[config.mk]
export PLATFORM = sky130hd
export DESIGN_NAME = alu_issue_unit_flat
export DESIGN_NICKNAME = d
export VERILOG_FILES = /design/src/rtl/alu_pkg.sv /design/src/rtl/alu_issue_unit_if.sv /design/src/rtl/alu_regfile.sv /design/src/rtl/alu_issue_unit.sv /design/src/flat_wrapper.sv
export SDC_FILE = /design/constraint.sdc
export NUM_CORES = 1
export LEC_CHECK = 0
export BUFFER_PORTS_ARGS = -buffer_cell sky130_fd_sc_hd__clkbuf_2
export CAP_MARGIN = 20
export CORE_MARGIN = 4
export CORE_UTILIZATION = 53
export CTS_BUF_LIST = sky130_fd_sc_hd__clkbuf_16
export CTS_CLUSTER_SIZE = 24
export DETAILED_ROUTE_END_ITERATION = 6
export PLACE_DENSITY_LB_ADDON = 0.2
export SETUP_SLACK_MARGIN = 0.2
export SYNTH_ARGS = -nofsm -noshare
export SYNTH_HDL_FRONTEND = slang
export SYNTH_SLANG_ARGS = --single-unit
[constraint.sdc]
create_clock -name clk -period 10.4 [get_ports clk]
set_clock_uncertainty 0.15 [all_clocks]
set_input_delay 1.04 -clock clk [delete_from_list [all_inputs] [get_ports clk]]
set_output_delay 1.04 -clock clk [all_outputs]
set_load 0.005 [all_outputs]
[src/rtl/alu_pkg.sv]
// ---------------------------------------------------------------------------
// alu_pkg
// Shared constants for the ALU issue unit and its neighbours.
//   DATA_W   : datapath width
//   OPC_W    : opcode width
//   alu_op_e : legal ALU operations (OP_ADD..OP_SHR)
//   OP_LAST  : highest legal opcode; anything above is illegal
//   is_legal : helper returning 1 for a legal opcode
// ---------------------------------------------------------------------------
package alu_pkg;

    localparam int DATA_W = 32;
    localparam int OPC_W  = 5;

    typedef enum logic [OPC_W-1:0] {
        OP_ADD = 5'd0,
        OP_SUB = 5'd1,
        OP_AND = 5'd2,
        OP_OR  = 5'd3,
        OP_NOT = 5'd4,
        OP_SHL = 5'd5,
        OP_SHR = 5'd6
    } alu_op_e;

    localparam logic [OPC_W-1:0] OP_LAST = OP_SHR;

    function automatic logic is_legal(input logic [OPC_W-1:0] op);
        return (op <= OP_LAST);
    endfunction

endpackage

[src/rtl/alu_issue_unit_if.sv]
// ---------------------------------------------------------------------------
// alu_issue_unit_if
// Instruction channel into the ALU issue unit (valid/ready handshake).
//   in_valid   : instruction present           (master -> slave)
//   in_ready   : unit accepts this cycle        (slave  -> master)
//   in_opcode  : ALU opcode
//   in_rd      : destination register
//   in_rs1     : source register for operand a
//   in_rs2     : source register for operand b (when in_use_imm = 0)
//   in_use_imm : operand b taken from in_imm
//   in_imm     : immediate operand
// ---------------------------------------------------------------------------
interface alu_issue_unit_if
    import alu_pkg::*;
#(
    parameter int RIDX_W = 3
);
    logic              in_valid;
    logic              in_ready;
    logic [OPC_W-1:0]  in_opcode;
    logic [RIDX_W-1:0] in_rd;
    logic [RIDX_W-1:0] in_rs1;
    logic [RIDX_W-1:0] in_rs2;
    logic              in_use_imm;
    logic [DATA_W-1:0] in_imm;

    modport master (
        output in_valid, in_opcode, in_rd, in_rs1, in_rs2, in_use_imm, in_imm,
        input  in_ready
    );

    modport slave (
        input  in_valid, in_opcode, in_rd, in_rs1, in_rs2, in_use_imm, in_imm,
        output in_ready
    );
endinterface

[src/rtl/alu_regfile.sv]
// ---------------------------------------------------------------------------
// alu_regfile
// NREGS x DATA_W register file. Entry 0 always reads zero and ignores writes.
//   clk, rst     : clock, asynchronous active-high clear of every entry
//   raddr1_i/rdata1_o : combinational read port for operand a
//   raddr2_i/rdata2_o : combinational read port for operand b
//   dbg_addr_i/dbg_data_o : combinational debug read port
//   we_i, waddr_i, wdata_i : synchronous write port
// ---------------------------------------------------------------------------
module alu_regfile
    import alu_pkg::*;
#(
    parameter int NREGS  = 8,
    parameter int RIDX_W = 3
) (
    input  logic              clk,
    input  logic              rst,
    input  logic [RIDX_W-1:0] raddr1_i,
    output logic [DATA_W-1:0] rdata1_o,
    input  logic [RIDX_W-1:0] raddr2_i,
    output logic [DATA_W-1:0] rdata2_o,
    input  logic [RIDX_W-1:0] dbg_addr_i,
    output logic [DATA_W-1:0] dbg_data_o,
    input  logic              we_i,
    input  logic [RIDX_W-1:0] waddr_i,
    input  logic [DATA_W-1:0] wdata_i
);

    logic [DATA_W-1:0] regs_q [NREGS];

    // Entry 0 is cleared by reset and never written, so it holds zero.
    always_ff @(posedge clk or posedge rst) begin
        if (rst) begin
            for (int i = 0; i < NREGS; i++) begin
                regs_q[i] <= '0;
            end
        end else if (we_i && (waddr_i != '0)) begin
            regs_q[waddr_i] <= wdata_i;
        end
    end

    // Three identical read ports; address 0 is forced to zero explicitly.
    logic [RIDX_W-1:0] raddr [3];
    logic [DATA_W-1:0] rdata [3];

    assign raddr[0] = raddr1_i;
    assign raddr[1] = raddr2_i;
    assign raddr[2] = dbg_addr_i;

    generate
        for (genvar gi = 0; gi < 3; gi++) begin : g_rport
            assign rdata[gi] = (raddr[gi] == '0) ? '0 : regs_q[raddr[gi]];
        end
    endgenerate

    assign rdata1_o   = rdata[0];
    assign rdata2_o   = rdata[1];
    assign dbg_data_o = rdata[2];

endmodule

[src/rtl/alu_issue_unit.sv]
// ---------------------------------------------------------------------------
// alu_issue_unit
// Execute-stage front end for a combinational ALU. Accepts instructions on
// in_if, reads operands (regfile, immediate, or forwarded ALU result), drives
// registered a/b/opcode to the ALU and retires the result one cycle later.
//   clk, rst            : clock, asynchronous active-high reset
//   in_if (slave)       : instruction channel, in_ready = !stall
//   stall               : freeze request from downstream
//   alu_a/alu_b/alu_opcode : registered ALU inputs
//   alu_result/alu_zero/alu_negative : combinational ALU outputs
//   wb_valid/wb_rd/wb_data : one-cycle writeback pulse
//   flag_zero/flag_negative : flags of the last retired legal op
//   illegal_op          : sticky, an opcode above OP_LAST was retired
//   retired_count       : wrapping count of retired instructions
//   dbg_addr/dbg_data   : combinational regfile debug read
// ---------------------------------------------------------------------------
module alu_issue_unit
    import alu_pkg::*;
#(
    parameter int NREGS  = 8,
    parameter int RIDX_W = 3,
    parameter int CNT_W  = 16
) (
    input  logic               clk,
    input  logic               rst,
    alu_issue_unit_if.slave    in_if,
    input  logic               stall,
    output logic [DATA_W-1:0]  alu_a,
    output logic [DATA_W-1:0]  alu_b,
    output logic [OPC_W-1:0]   alu_opcode,
    input  logic [DATA_W-1:0]  alu_result,
    input  logic               alu_zero,
    input  logic               alu_negative,
    output logic               wb_valid,
    output logic [RIDX_W-1:0]  wb_rd,
    output logic [DATA_W-1:0]  wb_data,
    output logic               flag_zero,
    output logic               flag_negative,
    output logic               illegal_op,
    output logic [CNT_W-1:0]   retired_count,
    input  logic [RIDX_W-1:0]  dbg_addr,
    output logic [DATA_W-1:0]  dbg_data
);

    // Stage S0 and retire-side state
    logic              stage_valid_q, stage_valid_d;
    logic [RIDX_W-1:0] stage_rd_q,    stage_rd_d;
    logic [DATA_W-1:0] alu_a_q,       alu_a_d;
    logic [DATA_W-1:0] alu_b_q,       alu_b_d;
    logic [OPC_W-1:0]  alu_opcode_q,  alu_opcode_d;
    logic              wb_valid_q,    wb_valid_d;
    logic [RIDX_W-1:0] wb_rd_q,       wb_rd_d;
    logic [DATA_W-1:0] wb_data_q,     wb_data_d;
    logic              flag_zero_q,   flag_zero_d;
    logic              flag_neg_q,    flag_neg_d;
    logic              illegal_q,     illegal_d;
    logic [CNT_W-1:0]  retired_q,     retired_d;

    logic              accept;
    logic              retire;
    logic              stage_legal;
    logic              fwd_ok;
    logic              rf_we;
    logic [DATA_W-1:0] rs1_data;
    logic [DATA_W-1:0] rs2_data;
    logic [DATA_W-1:0] opa;
    logic [DATA_W-1:0] opb;

    assign in_if.in_ready = ~stall;
    assign accept         = in_if.in_valid & ~stall;
    assign retire         = stage_valid_q & ~stall;
    assign stage_legal    = is_legal(alu_opcode_q);
    assign rf_we          = retire & stage_legal;

    // The instruction in S0 writes alu_result at the same edge that the new
    // one is accepted, so its result must bypass the regfile. Illegal ops and
    // r0 destinations never write, hence they never forward.
    assign fwd_ok = stage_valid_q & stage_legal & (stage_rd_q != '0);

    alu_regfile #(
        .NREGS  (NREGS),
        .RIDX_W (RIDX_W)
    ) u_regfile (
        .clk        (clk),
        .rst        (rst),
        .raddr1_i   (in_if.in_rs1),
        .rdata1_o   (rs1_data),
        .raddr2_i   (in_if.in_rs2),
        .rdata2_o   (rs2_data),
        .dbg_addr_i (dbg_addr),
        .dbg_data_o (dbg_data),
        .we_i       (rf_we),
        .waddr_i    (stage_rd_q),
        .wdata_i    (alu_result)
    );

    always_comb begin
        opa = rs1_data;
        opb = rs2_data;
        if (fwd_ok && (in_if.in_rs1 == stage_rd_q)) begin
            opa = alu_result;
        end
        if (in_if.in_use_imm) begin
            opb = in_if.in_imm;
        end else if (fwd_ok && (in_if.in_rs2 == stage_rd_q)) begin
            opb = alu_result;
        end
    end

    always_comb begin
        stage_valid_d = stage_valid_q;
        stage_rd_d    = stage_rd_q;
        alu_a_d       = alu_a_q;
        alu_b_d       = alu_b_q;
        alu_opcode_d  = alu_opcode_q;
        wb_valid_d    = 1'b0;
        wb_rd_d       = wb_rd_q;
        wb_data_d     = wb_data_q;
        flag_zero_d   = flag_zero_q;
        flag_neg_d    = flag_neg_q;
        illegal_d     = illegal_q;
        retired_d     = retired_q;

        // Operand registers only move on accept so the ALU inputs stay put
        // while stalled or idle.
        if (accept) begin
            stage_valid_d = 1'b1;
            stage_rd_d    = in_if.in_rd;
            alu_a_d       = opa;
            alu_b_d       = opb;
            alu_opcode_d  = in_if.in_opcode;
        end else if (retire) begin
            stage_valid_d = 1'b0;
        end

        if (retire) begin
            retired_d = retired_q + CNT_W'(1);
            if (stage_legal) begin
                wb_valid_d  = 1'b1;
                wb_rd_d     = stage_rd_q;
                wb_data_d   = alu_result;
                flag_zero_d = alu_zero;
                flag_neg_d  = alu_negative;
            end else begin
                illegal_d = 1'b1;
            end
        end
    end

    always_ff @(posedge clk or posedge rst) begin
        if (rst) begin
            stage_valid_q <= 1'b0;
            stage_rd_q    <= '0;
            alu_a_q       <= '0;
            alu_b_q       <= '0;
            alu_opcode_q  <= '0;
            wb_valid_q    <= 1'b0;
            wb_rd_q       <= '0;
            wb_data_q     <= '0;
            flag_zero_q   <= 1'b0;
            flag_neg_q    <= 1'b0;
            illegal_q     <= 1'b0;
            retired_q     <= '0;
        end else begin
            stage_valid_q <= stage_valid_d;
            stage_rd_q    <= stage_rd_d;
            alu_a_q       <= alu_a_d;
            alu_b_q       <= alu_b_d;
            alu_opcode_q  <= alu_opcode_d;
            wb_valid_q    <= wb_valid_d;
            wb_rd_q       <= wb_rd_d;
            wb_data_q     <= wb_data_d;
            flag_zero_q   <= flag_zero_d;
            flag_neg_q    <= flag_neg_d;
            illegal_q     <= illegal_d;
            retired_q     <= retired_d;
        end
    end

    assign alu_a         = alu_a_q;
    assign alu_b         = alu_b_q;
    assign alu_opcode    = alu_opcode_q;
    assign wb_valid      = wb_valid_q;
    assign wb_rd         = wb_rd_q;
    assign wb_data       = wb_data_q;
    assign flag_zero     = flag_zero_q;
    assign flag_negative = flag_neg_q;
    assign illegal_op    = illegal_q;
    assign retired_count = retired_q;

endmodule
[src/flat_wrapper.sv]
// flat-port wrapper written by rule: the top's interface ports become plain ports
module alu_issue_unit_flat import alu_pkg::*;
#(
    parameter int NREGS  = 8,
    parameter int RIDX_W = 3,
    parameter int CNT_W  = 16
)
  (clk, rst, stall, alu_a, alu_b, alu_opcode, alu_result, alu_zero, alu_negative, wb_valid, wb_rd, wb_data, flag_zero, flag_negative, illegal_op, retired_count, dbg_addr, dbg_data, in_if_in_valid, in_if_in_opcode, in_if_in_rd, in_if_in_rs1, in_if_in_rs2, in_if_in_use_imm, in_if_in_imm, in_if_in_ready);
  alu_issue_unit_if #(.RIDX_W(RIDX_W)) in_if_i ();
  input  logic clk;
  input  logic rst;
  input  logic stall;
  output logic [DATA_W-1:0] alu_a;
  output logic [DATA_W-1:0] alu_b;
  output logic [OPC_W-1:0] alu_opcode;
  input  logic [DATA_W-1:0] alu_result;
  input  logic alu_zero;
  input  logic alu_negative;
  output logic wb_valid;
  output logic [RIDX_W-1:0] wb_rd;
  output logic [DATA_W-1:0] wb_data;
  output logic flag_zero;
  output logic flag_negative;
  output logic illegal_op;
  output logic [CNT_W-1:0] retired_count;
  input  logic [RIDX_W-1:0] dbg_addr;
  output logic [DATA_W-1:0] dbg_data;
  input wire logic [$bits(in_if_i.in_valid)-1:0] in_if_in_valid;
  input wire logic [$bits(in_if_i.in_opcode)-1:0] in_if_in_opcode;
  input wire logic [$bits(in_if_i.in_rd)-1:0] in_if_in_rd;
  input wire logic [$bits(in_if_i.in_rs1)-1:0] in_if_in_rs1;
  input wire logic [$bits(in_if_i.in_rs2)-1:0] in_if_in_rs2;
  input wire logic [$bits(in_if_i.in_use_imm)-1:0] in_if_in_use_imm;
  input wire logic [$bits(in_if_i.in_imm)-1:0] in_if_in_imm;
  output wire logic [$bits(in_if_i.in_ready)-1:0] in_if_in_ready;
  assign in_if_i.in_valid = in_if_in_valid;
  assign in_if_i.in_opcode = in_if_in_opcode;
  assign in_if_i.in_rd = in_if_in_rd;
  assign in_if_i.in_rs1 = in_if_in_rs1;
  assign in_if_i.in_rs2 = in_if_in_rs2;
  assign in_if_i.in_use_imm = in_if_in_use_imm;
  assign in_if_i.in_imm = in_if_in_imm;
  assign in_if_in_ready = in_if_i.in_ready;
  alu_issue_unit #(.NREGS(NREGS), .RIDX_W(RIDX_W), .CNT_W(CNT_W)) u_core (.clk(clk), .rst(rst), .in_if(in_if_i), .stall(stall), .alu_a(alu_a), .alu_b(alu_b), .alu_opcode(alu_opcode), .alu_result(alu_result), .alu_zero(alu_zero), .alu_negative(alu_negative), .wb_valid(wb_valid), .wb_rd(wb_rd), .wb_data(wb_data), .flag_zero(flag_zero), .flag_negative(flag_negative), .illegal_op(illegal_op), .retired_count(retired_count), .dbg_addr(dbg_addr), .dbg_data(dbg_data));
endmodule
# After elaboration in Yosys (flattened, before gate mapping)

Index checks and enable logic that the tools add are counted.

Register bits after elaboration: 384
Bits in latches: 0
Memory bits (writable): 0
Bits in read-only memories: 0
Input port bits: 88
Word-level logic and storage cells: 73
Memories: 0

Add/sub/neg operators: 1
Multipliers: 0
Divide/modulo/power cells: 0
Order comparisons: 6
Eq/ne operators: 2
Shift-type cells: 0
Multiplexer cells: 22
Bitwise gates (word level): 11
Reduce and logical (&&, ||, !) cells: 11

Operators by type and width:

| kind                    | number |
|---|---|
| $mux W32                | 13 |
| $bmux W32 S3            | 3 |
| $bwmux W256             | 1 |
| $demux W32 S3           | 1 |
| $add A16 B1 Y16 const B | 1 |
| $ge A4 B4 Y1 const B    | 4 |
| $not A3 Y4              | 4 |
| $logic_not A3 Y1        | 3 |
| $eq A3 B3 Y1            | 2 |
| $and A1 B1 Y1           | 5 |
| $le A5 B3 Y1 const B    | 1 |
| $logic_and A1 B1 Y1     | 4 |
| $lt A4 B1 Y1 const B    | 1 |
| $mux W1                 | 4 |
| $reduce_and A2 Y1       | 2 |
| $reduce_bool A3 Y1      | 1 |
| $not A1 Y1              | 2 |
| $reduce_bool A2 Y1      | 1 |

# Depth between registers and ports, before layout

Gate-level depths: netlist of the first run.

Word-level depth: 7
Gate-level depth with buffers: 8
Gate-level depth less buffers: 5

# Modules after synthesis

From an unflattened synthesis of the first run, not the netlist that was laid out.

Cell total of the unflattened synthesis: 1,617
Area total of the unflattened synthesis: 19,959.1 µm²

Modules (own cells, without submodules):

| module         | times used | cells each | area each (µm²) | seq. area each (µm²) |
|---|---|---|---|---|
| alu_regfile    | 1          | 1,069      | 14,127.3        | 5,605.4 |
| alu_issue_unit | 1          | 548        | 5,831.8         | 3,203.1 |

# Worst setup path before layout of the first run

OpenSTA, ideal clock, no wires.

Path type: input-to-output
Start point: input dbg_addr[0]
End point: output dbg_data[31]
Arrival: 2.392 ns
Path slack: 6.818 ns
Stages: 5
Path buffers: 2
Cells stage by stage: buf_2 -> clkbuf_1 -> mux4_2 -> nand2_1 -> o21ai_0

Longest elaborated chain between the ends: 5
Elaborated cells on any way between the ends: 6
Classes of those cells: mux (4); bitwise (1); reduce/logical (1)

Ends and longest elaborated chain:

| element                                      | RTL line           | RTL |
|---|---|---|
| start: declaration                           | flat_wrapper.sv:26 | `input logic [RIDX_W-1:0] dbg_addr;` |
| $not A3 Y4 (not written as such)             | alu_regfile.sv:52  | `assign rdata[gi] = (raddr[gi] == '0) ? '0 : regs_q[raddr[gi]];` |
| $bmux W32 S3                                 | alu_regfile.sv:52  |  |
| $mux W32 (not written as such) (2 in series) | alu_regfile.sv:52  |  |
| $mux W32 *                                   | alu_regfile.sv:52  |  |
| end: declaration                             | flat_wrapper.sv:27 | `output logic [DATA_W-1:0] dbg_data;` |

Every way passes the cells marked *; elsewhere a longest branch is shown, timed or not. The select of a mux whose other input is x is not followed.

# Final worst setup path of the first run

Start point: input dbg_addr[0]
End point: output dbg_data[14]

Same word-level chain as after synthesis.

==> results of run 1 <==
-- power by group through the flow --
stage          clock network [uW]  logic [uW]  registers, uW
6_report                     1400        1170           2040
5_1_grt                      1480        1280           2090
4_1_cts                      1420        1170           2030
3_5_place_dp                    0        1160           2050
3_3_place_gp                    0        1130           2030
2_1_floorplan                   0         845           1950
-- cells by family after synthesis --
logic type,count (synthesis),share of synthesized area [%]
and+or+nand+nor,318,7.04
muxes,441,30.0
DFF,352,45.4
AOI/OAI and AO/OA,287,12.0
adders and majority gates,1,0.0645
xor gates and xnor gates,21,0.949
buffers and inverters,213,4.45
-- worst max-delay path by stage --
stage,start,end,slack [ps],cells past startpoint
after detailed placement,in_if_in_rs1[1],u_core.alu_a[13],5840,6
after CTS,dbg_addr[0],dbg_data[31],6010,6
after floorplan,rst,u_core.alu_a[0],4500,1
final,dbg_addr[0],dbg_data[14],6020,6
after global placement,in_if_in_rs1[1],u_core.alu_a[12],5890,6
after global routing,dbg_addr[0],dbg_data[0],5940,6
-- registers in the layout (all words and copies together), names as in the netlist, 3 cells and up --
name / count
u_core.alu_a: 32
u_core.wb_rd: 3
u_core.retired_count: 16
u_core.stage_rd_q: 3
u_core.alu_b: 32
u_core.u_regfile.regs_q: 224
u_core.wb_data: 32
u_core.alu_opcode: 5
-- per-layer routing --
layer / wire length, um / share of wire (%)
met1: 24000 / 40
met2: 29600 / 49
met3: 4510 / 7.5
met4: 2340 / 3.9
met5: 0 / 0
-- placed cells by master (no fill, tap or decap), types with 3 or more instances in the layout --
cell | Yosys | routed
o221ai_1 | 33 | 33
nor2b_4 | 0 | 4
clkinv_1 | 0 | 11
o221a_2 | 50 | 50
nor2b_1 | 24 | 20
mux2_1 | 5 | 5
nand2_1 | 190 | 189
inv_1 | 40 | 43
nor2_1 | 60 | 60
clkbuf_2 | 0 | 239
a21oi_1 | 32 | 32
a221oi_1 | 92 | 92
xor2_1 | 10 | 10
mux4_2 | 77 | 77
a221o_1 | 12 | 12
bufinv_16 | 0 | 5
nand2b_1 | 4 | 3
nand3_1 | 20 | 18
clkbuf_16 | 0 | 41
mux2_2 | 351 | 351
nand4_1 | 4 | 4
o21ai_0 | 41 | 41
o22ai_1 | 19 | 19
xnor2_1 | 11 | 11
buf_4 | 4 | 40
clkinv_2 | 0 | 9
nor3_1 | 4 | 4
dfrtp_1 | 352 | 352
mux2i_1 | 8 | 8
-- final cells by class --
cell class              instances  area share (%)
inverters                      40           0.692
repair buffers                285            7.27
flip-flops and latches        352            39.6
multi-input cells            1068            44.1
clock buffers                  41            4.61
clock inverters                30            1.15
well taps                     461            2.59
-- tightest hold or removal path: cells and delay by family (launching register included) --
| family | cells | cell delay (ps) |
|---|---|---|
| AND/OR/NAND/NOR | 2 | 110 |
| flip-flops | 1 | 340 |
-- stage by stage --
stage | power (uW) | setup WS [ps] | cell area (sq um)
floorplan | 2800 | 4500 | 19400
global placement | 3160 | 5890 | 20800
detailed placement | 3210 | 5840 | 20900
CTS | 4620 | 6010 | 22100
global route | 4840 | 5940 | 22200
finish | 4610 | 6020 | 22200
==> metrics.md, run 1 <==
| Metric | Value |
|---|---|
| Synth async-reset ratio | 100% |
| Die Span Y | 199 um |
| Multi-input gate area | 9810 sq um |
| Final core utilization | 62.1% |
| Post-synth EDFFs | 0 |
| Kind of end point of the critical path | primary output |
| Reg area | 8810 sq um |
| Count leader, synth | dfrtp_1 |
| Row Count | 69 |
| Fin crit period | 4380 ps |
| P_leak | 0.0103 uW |
| Vias/cell | 6.65 |
| Area delta synth->final | 14.7% |
| Number of global-route vias before repair | 15,200 |
| Critical path class | in2out |
| Final period util | 42.1% |
| Worst slew pin tran | 1150 ps |
| CTS resizes | 0 |
| Hold buffers post-CTS | 0 |
| GPL Wtd Cong | 0.818 |
| Peak supply drop | 128 uV |
| Fmax | 228 MHz |
| Worst Hold Launch | u_core.wb_data[6] |
| Post-synthesis register bit count | 352 |
| 1st-iter DRT viols | 1,569 |
| Avg WL per Cell | 26.6 um |
| Ports | 245 |
| Psw | 1390 uW |
| Post-Syn Area | 19,400 sq um |
| Met3 Track Usage GR | 4.81% |
| Via count | 15,100 |
| CTS sink count | 352 |
| Dpl cells | 2,201 |
| Layout Nets | 1,875 |
| Slew Viols, Final | 0 |
| Max-capacitance violation count | 0 |
| Initial Util | 54.1% |
| Worst-Skew Late Latency | 530 ps |
| Seq pwr share | 44.3% |
| Critical path startpoint category | input port |
| Yosys cell types | 43 |
| Ratio of cells with drive above 1 in the final layout | 45.9% |
| Clock power frac | 30.4% |
| Hold EP | u_core.wb_data[6] |
| Clock tree root buffer cell | clkbuf_16 |
| Synth top area share | 45.4% |
| Cells on Worst Hold Path | 2 |
| Biggest area consumer among synthesized cells | dfrtp_1 |
| Power per cell area | 207 nW/um^2 |
| Post-Syn Instances | 1,633 |
| Final setup vio count | 0 |
| H-tree Lvls | 2 |
| Global-route wire length before repair | 92,600 um |
| Reg2reg start | u_core.stage_rd_q[0] |
| Final hold vios | 0 |
| Post-CTS Setup Repair Bufs | 0 |
| Max incr delay on CP | 730 ps |
| Met2 Use GR | 49.6% |
| Top cells by count, synth | dfrtp_1 (352), mux2_2 (351), nand2_1 (190) |
| CP Data Required Time | 9210 ps |
| Grt ovf | 0 |
| Drc violations | 0 |
| Die ar. | 39,700 sq um |
| PortBufs | 244 |
| RSZ-0062 raised after global routing | false |
| Min Hold Slack | 323 ps |
| CP max FO | 41 |
| Top FF cell, synth | dfrtp_1 |
| Cell count of the worst reg-to-reg path | 4 |
| GRT Util Overall | 30.2% |
| Sw Share | 30.2% |
| Die width | 199 um |
| Sequential share of the synthesized area | 45.4% |
| Top post-synthesis cells by area | dfrtp_1 (45%), mux2_2 (20%), mux4_2 (8.9%) |
| Status | finished, final reports clean |
| Pin count of the biggest net entering global routing | 86 |
| CP max-delay cell | buf_4 |
| DP HPWL | 34,900 um |
| Critical-path cell list | buf_4 > buf_4 > mux4_2 > inv_1 > a21oi_1 > clkbuf_2 |
| Critical Path AT | 3190 ps |
| Worst R2R End | u_core.alu_a[2] |
| Reg clk slew, reported paths | 50 ps |
| Diodes inserted | 0 |
| Most used cell along the critical path | buf_4 |
| Initial antenna violation count | 0 |
| WP buf/inv | 4 |
| Worst Hold Class | reg2reg |
| Post-Layout Cell Count | 2,277 |
| Final ANT Viol Nets | 0 |
| TritonRoute pass-1 iters | 5 |
| TritonCTS clock tree | yes |
| Top delay family on crit path | buffers and inverters |
| Combinational Power Share | 25.3% |
| Total wire length | 60,500 um |
| Syn_area_per_cell | 11.9 sq um |
| Internal power | 3220 uW |
| Reg2reg setup slack | 6550 ps |
| TNS Setup | 0 ps |
| Num CTS Buffers | 39 |
| Fillers | 2,825 |
| Synth warn | 0 |
| Mapped Nets | 1,722 |
| Grt peak-use layer | met2 |
| Max clock buf depth | 3 |
| Worst slew margin | 22.9% |
| GR Layer Usage met1 | 40.6% |
| Core Area | 35,800 sq um |
Note: power is estimated with default switching activity, not from simulation.
==> run 2: changes to the inputs <==
--- a/config.mk
+++ b/config.mk
@@ -8,7 +8,7 @@
 export BUFFER_PORTS_ARGS = -buffer_cell sky130_fd_sc_hd__clkbuf_2
 export CAP_MARGIN = 20
 export CORE_MARGIN = 4
-export CORE_UTILIZATION = 53
+export CORE_UTILIZATION = 59
 export CTS_BUF_LIST = sky130_fd_sc_hd__clkbuf_16
 export CTS_CLUSTER_SIZE = 24
 export DETAILED_ROUTE_END_ITERATION = 6
==> constraint.sdc (replaced) <==
create_clock -name clk -period 4.6 [get_ports clk]
set_clock_uncertainty 0.15 [all_clocks]
set_input_delay 0.46 -clock clk [delete_from_list [all_inputs] [get_ports clk]]
set_output_delay 0.46 -clock clk [all_outputs]
set_load 0.005 [all_outputs]
==> metrics.md, run 2 (same netlist as run 1, synthesis figures left out) <==
| Metric | Value |
|---|---|
| Status | complete, but fails checks (was finished, final reports clean) |
| Failing checks | hold timing |
| Vias/cell | 6.76 (was 6.65) |
| DP HPWL | 34,700 um (was 34,900 um) |
| Crit path launch | dbg_addr[1] (was dbg_addr[0]) |
| GPL Wtd Cong | 0.830 (was 0.818) |
| Slew Viols, Final | 0 (unchanged) |
| Power per cell area | 468 nW/um^2 (was 207 nW/um^2) |
| Num CTS Buffers | 38 (was 39) |
| TNS Setup | 0 ps (unchanged) |
| TritonRoute pass-1 iters | 5 (unchanged) |
| GRT Util Overall | 32.5% (was 30.2%) |
| Max reg flops | 224 (unchanged) |
| Most used cell along the critical path | buf_4 (unchanged) |
| Dpl cells | 2,181 (was 2,201) |
| Ports | 245 (unchanged) |
| Worst Hold Class | in2async (was reg2reg) |
| Fillers | 2,400 (was 2,825) |
| Worst slew margin | 21.0% (was 22.9%) |
| Critical Path AT | 2710 ps (was 3190 ps) |
| CTS sink count | 352 (unchanged) |
| Die Span Y | 189 um (was 199 um) |
| Final ANT Viol Nets | 0 (unchanged) |
| Pre-CTS setup slack | 1340 ps (was 5840 ps) |
| CP max FO | 33 (was 41) |
| Area delta synth->final | 14.8% (was 14.7%) |
| Reg clk slew, reported paths | 60 ps (was 50 ps) |
| Reg2reg setup slack | 1470 ps (was 6550 ps) |
| Max clock buf depth | 3 (unchanged) |
| Critical-path cell list | buf_4 > nor2b_4 > buf_4 > a221oi_1 > a21oi_1 > clkbuf_2 (was buf_4 > buf_4 > mux4_2 > inv_1 > a21oi_1 > clkbuf_2) |
| Row Count | 66 (was 69) |
| Max-capacitance violation count | 0 (unchanged) |
| Final core utilization | 68.6% (was 62.1%) |
| Initial Util | 59.7% (was 54.1%) |
| Clock tree root buffer cell | clkbuf_16 (unchanged) |
| Layout Nets | 1,880 (was 1,875) |
| PortBufs | 244 (unchanged) |
| Worst slew pin tran | 1180 ps (was 1150 ps) |
| Reg2reg start | u_core.stage_valid_q (was u_core.stage_rd_q[0]) |
| H-tree Lvls | 2 (unchanged) |
| Worst-Skew Late Latency | 530 ps (about the same) |
| Pin count of the biggest net entering global routing | 140 (was 86) |
| Final period util | 72.2% |
| Post-Layout Cell Count | 2,261 (was 2,277) |
| Metal-1 WL | 22,900 um (was 24,000 um) |
| Critical path class | in2out (unchanged) |
| Global-route wire length before repair | 91,500 um (was 92,600 um) |
| Die ar. | 35,800 sq um (was 39,700 sq um) |
| Fmax | 301 MHz |
| Metal3 WL | 5320 um (was 4510 um) |
| Avg WL per Cell | 26.0 um (was 26.6 um) |
| Drc violations | 0 (unchanged) |
| Min Hold Slack | -33.3 ps (was 323 ps) |
| Number of global-route vias before repair | 15,700 (was 15,200) |
| P_leak | 0.0103 uW (about the same) |
| Kind of end point of the critical path | primary output (unchanged) |
| CP max-delay cell | nor2b_4 (was buf_4) |
| Top routing layer used | met4 (unchanged) |
| Reg area | 8810 sq um (unchanged) |
| CP Data Required Time | 3990 ps (was 9210 ps) |
| Post-CTS Setup Repair Bufs | 0 (unchanged) |
| Max incr delay on CP | 870 ps (was 730 ps) |
| Ratio of cells with drive above 1 in the final layout | 45.4% (was 45.9%) |
| Leading cell type in the layout, fill and taps excluded | dfrtp_1 (unchanged) |
| Final setup vio count | 0 (unchanged) |
| RSZ-0062 raised after global routing | false (unchanged) |
| Crit path setup slack, layout | 1280 ps (was 6020 ps) |
| Grt ovf | 0 (unchanged) |
| Peak supply drop | 309 uV (was 128 uV) |
| Initial antenna violation count | 1 (was 0) |
| Most frequent cells in the layout | dfrtp_1 (352), mux2_2 (351), clkbuf_2 (239), nand2_1 (189), a221oi_1 (92) (unchanged) |
| Met2 WL | 28,300 um (was 29,600 um) |
| 1st-iter DRT viols | 1,639 (was 1,569) |
| Total wire length | 58,800 um (was 60,500 um) |
| TritonCTS clock tree | yes (unchanged) |
| Multi-input gate area | 9810 sq um (unchanged) |
| Via count | 15,300 (was 15,100) |
| CTS resizes | 0 (unchanged) |
| Final hold vios | 6 (was 0) |
| Reg with most FFs | u_core.u_regfile.regs_q (unchanged) |
| Fin crit period | 3320 ps |
| Core Area | 32,500 sq um (was 35,800 sq um) |
| Critical path startpoint category | input port (unchanged) |
| Die width | 189 um (was 199 um) |
## run 2: cell count changes in the layout (fill, tap and decap cells not counted), sizes merged
cell,previous run,this run
dlygate4sd3,0,10
clkinvlp,1,2
clkinv,20,16
bufinv,5,6
clkbuf,280,278
diode,0,1
buf,46,42
## run 2: path summary, 6_finish.rpt
kind                                                      to  cells past startpoint
worst max-delay path                            dbg_data[20]                      6
worst min-delay path            u_core.u_regfile.regs_q[129]                      3
worst max register to register   u_core.u_regfile.regs_q[76]                      7
worst min register to register             u_core.wb_data[5]                      2
max in group asynchronous                 u_core.wb_data[13]                      4
min in group clk                        u_core.stage_valid_q                      3
## run 2: area by class of cell
type,count,share of cell area [%]
timing repair buffer,291,7.59
antenna,1,0.0112
inverter,40,0.691
tap,442,2.48
clock inverter,28,1.24
sequential,352,39.6
clock buffer,39,4.38
multi-input combinational,1068,44.0
## run 2: through the flow
stage | total power, uW | instance area, sq um | hold slack, ps
2_1_floorplan | 6330 | 19400 | 315
3_3_place_gp | 7120 | 20900 | 307
3_5_place_dp | 7250 | 20900 | 311
4_1_cts | 10400 | 22200 | 22.3
5_1_grt | 10900 | 22300 | 43.0
6_report | 10400 | 22300 | -33.3
## run 2: worst max-delay path: cells and delay by family
kind | cells | cell delay (ps)
AOI/OAI and AO/OA | 2 | 420
buffers and inverters | 3 | 920
and+or+nand+nor | 1 | 870
## run 2: routing by layer
| metal | global-route usage [%] | vias up |
|---|---|---|
| li1 | - | 6457 |
| met1 | 42.9 | 7752 |
| met2 | 53.6 | 903 |
| met3 | 6.31 | 181 |
| met4 | 13.1 | 0 |
| met5 | 0 | - |
## run 2: report_power, final
part / total (uW) / leakage (uW) / internal (uW) / switching, uW
sequential: 4640 / 0.00454 / 3870 / 775
combinational: 2640 / 0.00518 / 1530 / 1110
clock: 3130 / 0.000624 / 1870 / 1270
## run 2: repair_timing
action                                  CTS  global route
hold buffers                             10             0
endpoints found under the setup margin    0             0
endpoints found under the hold margin    10             0
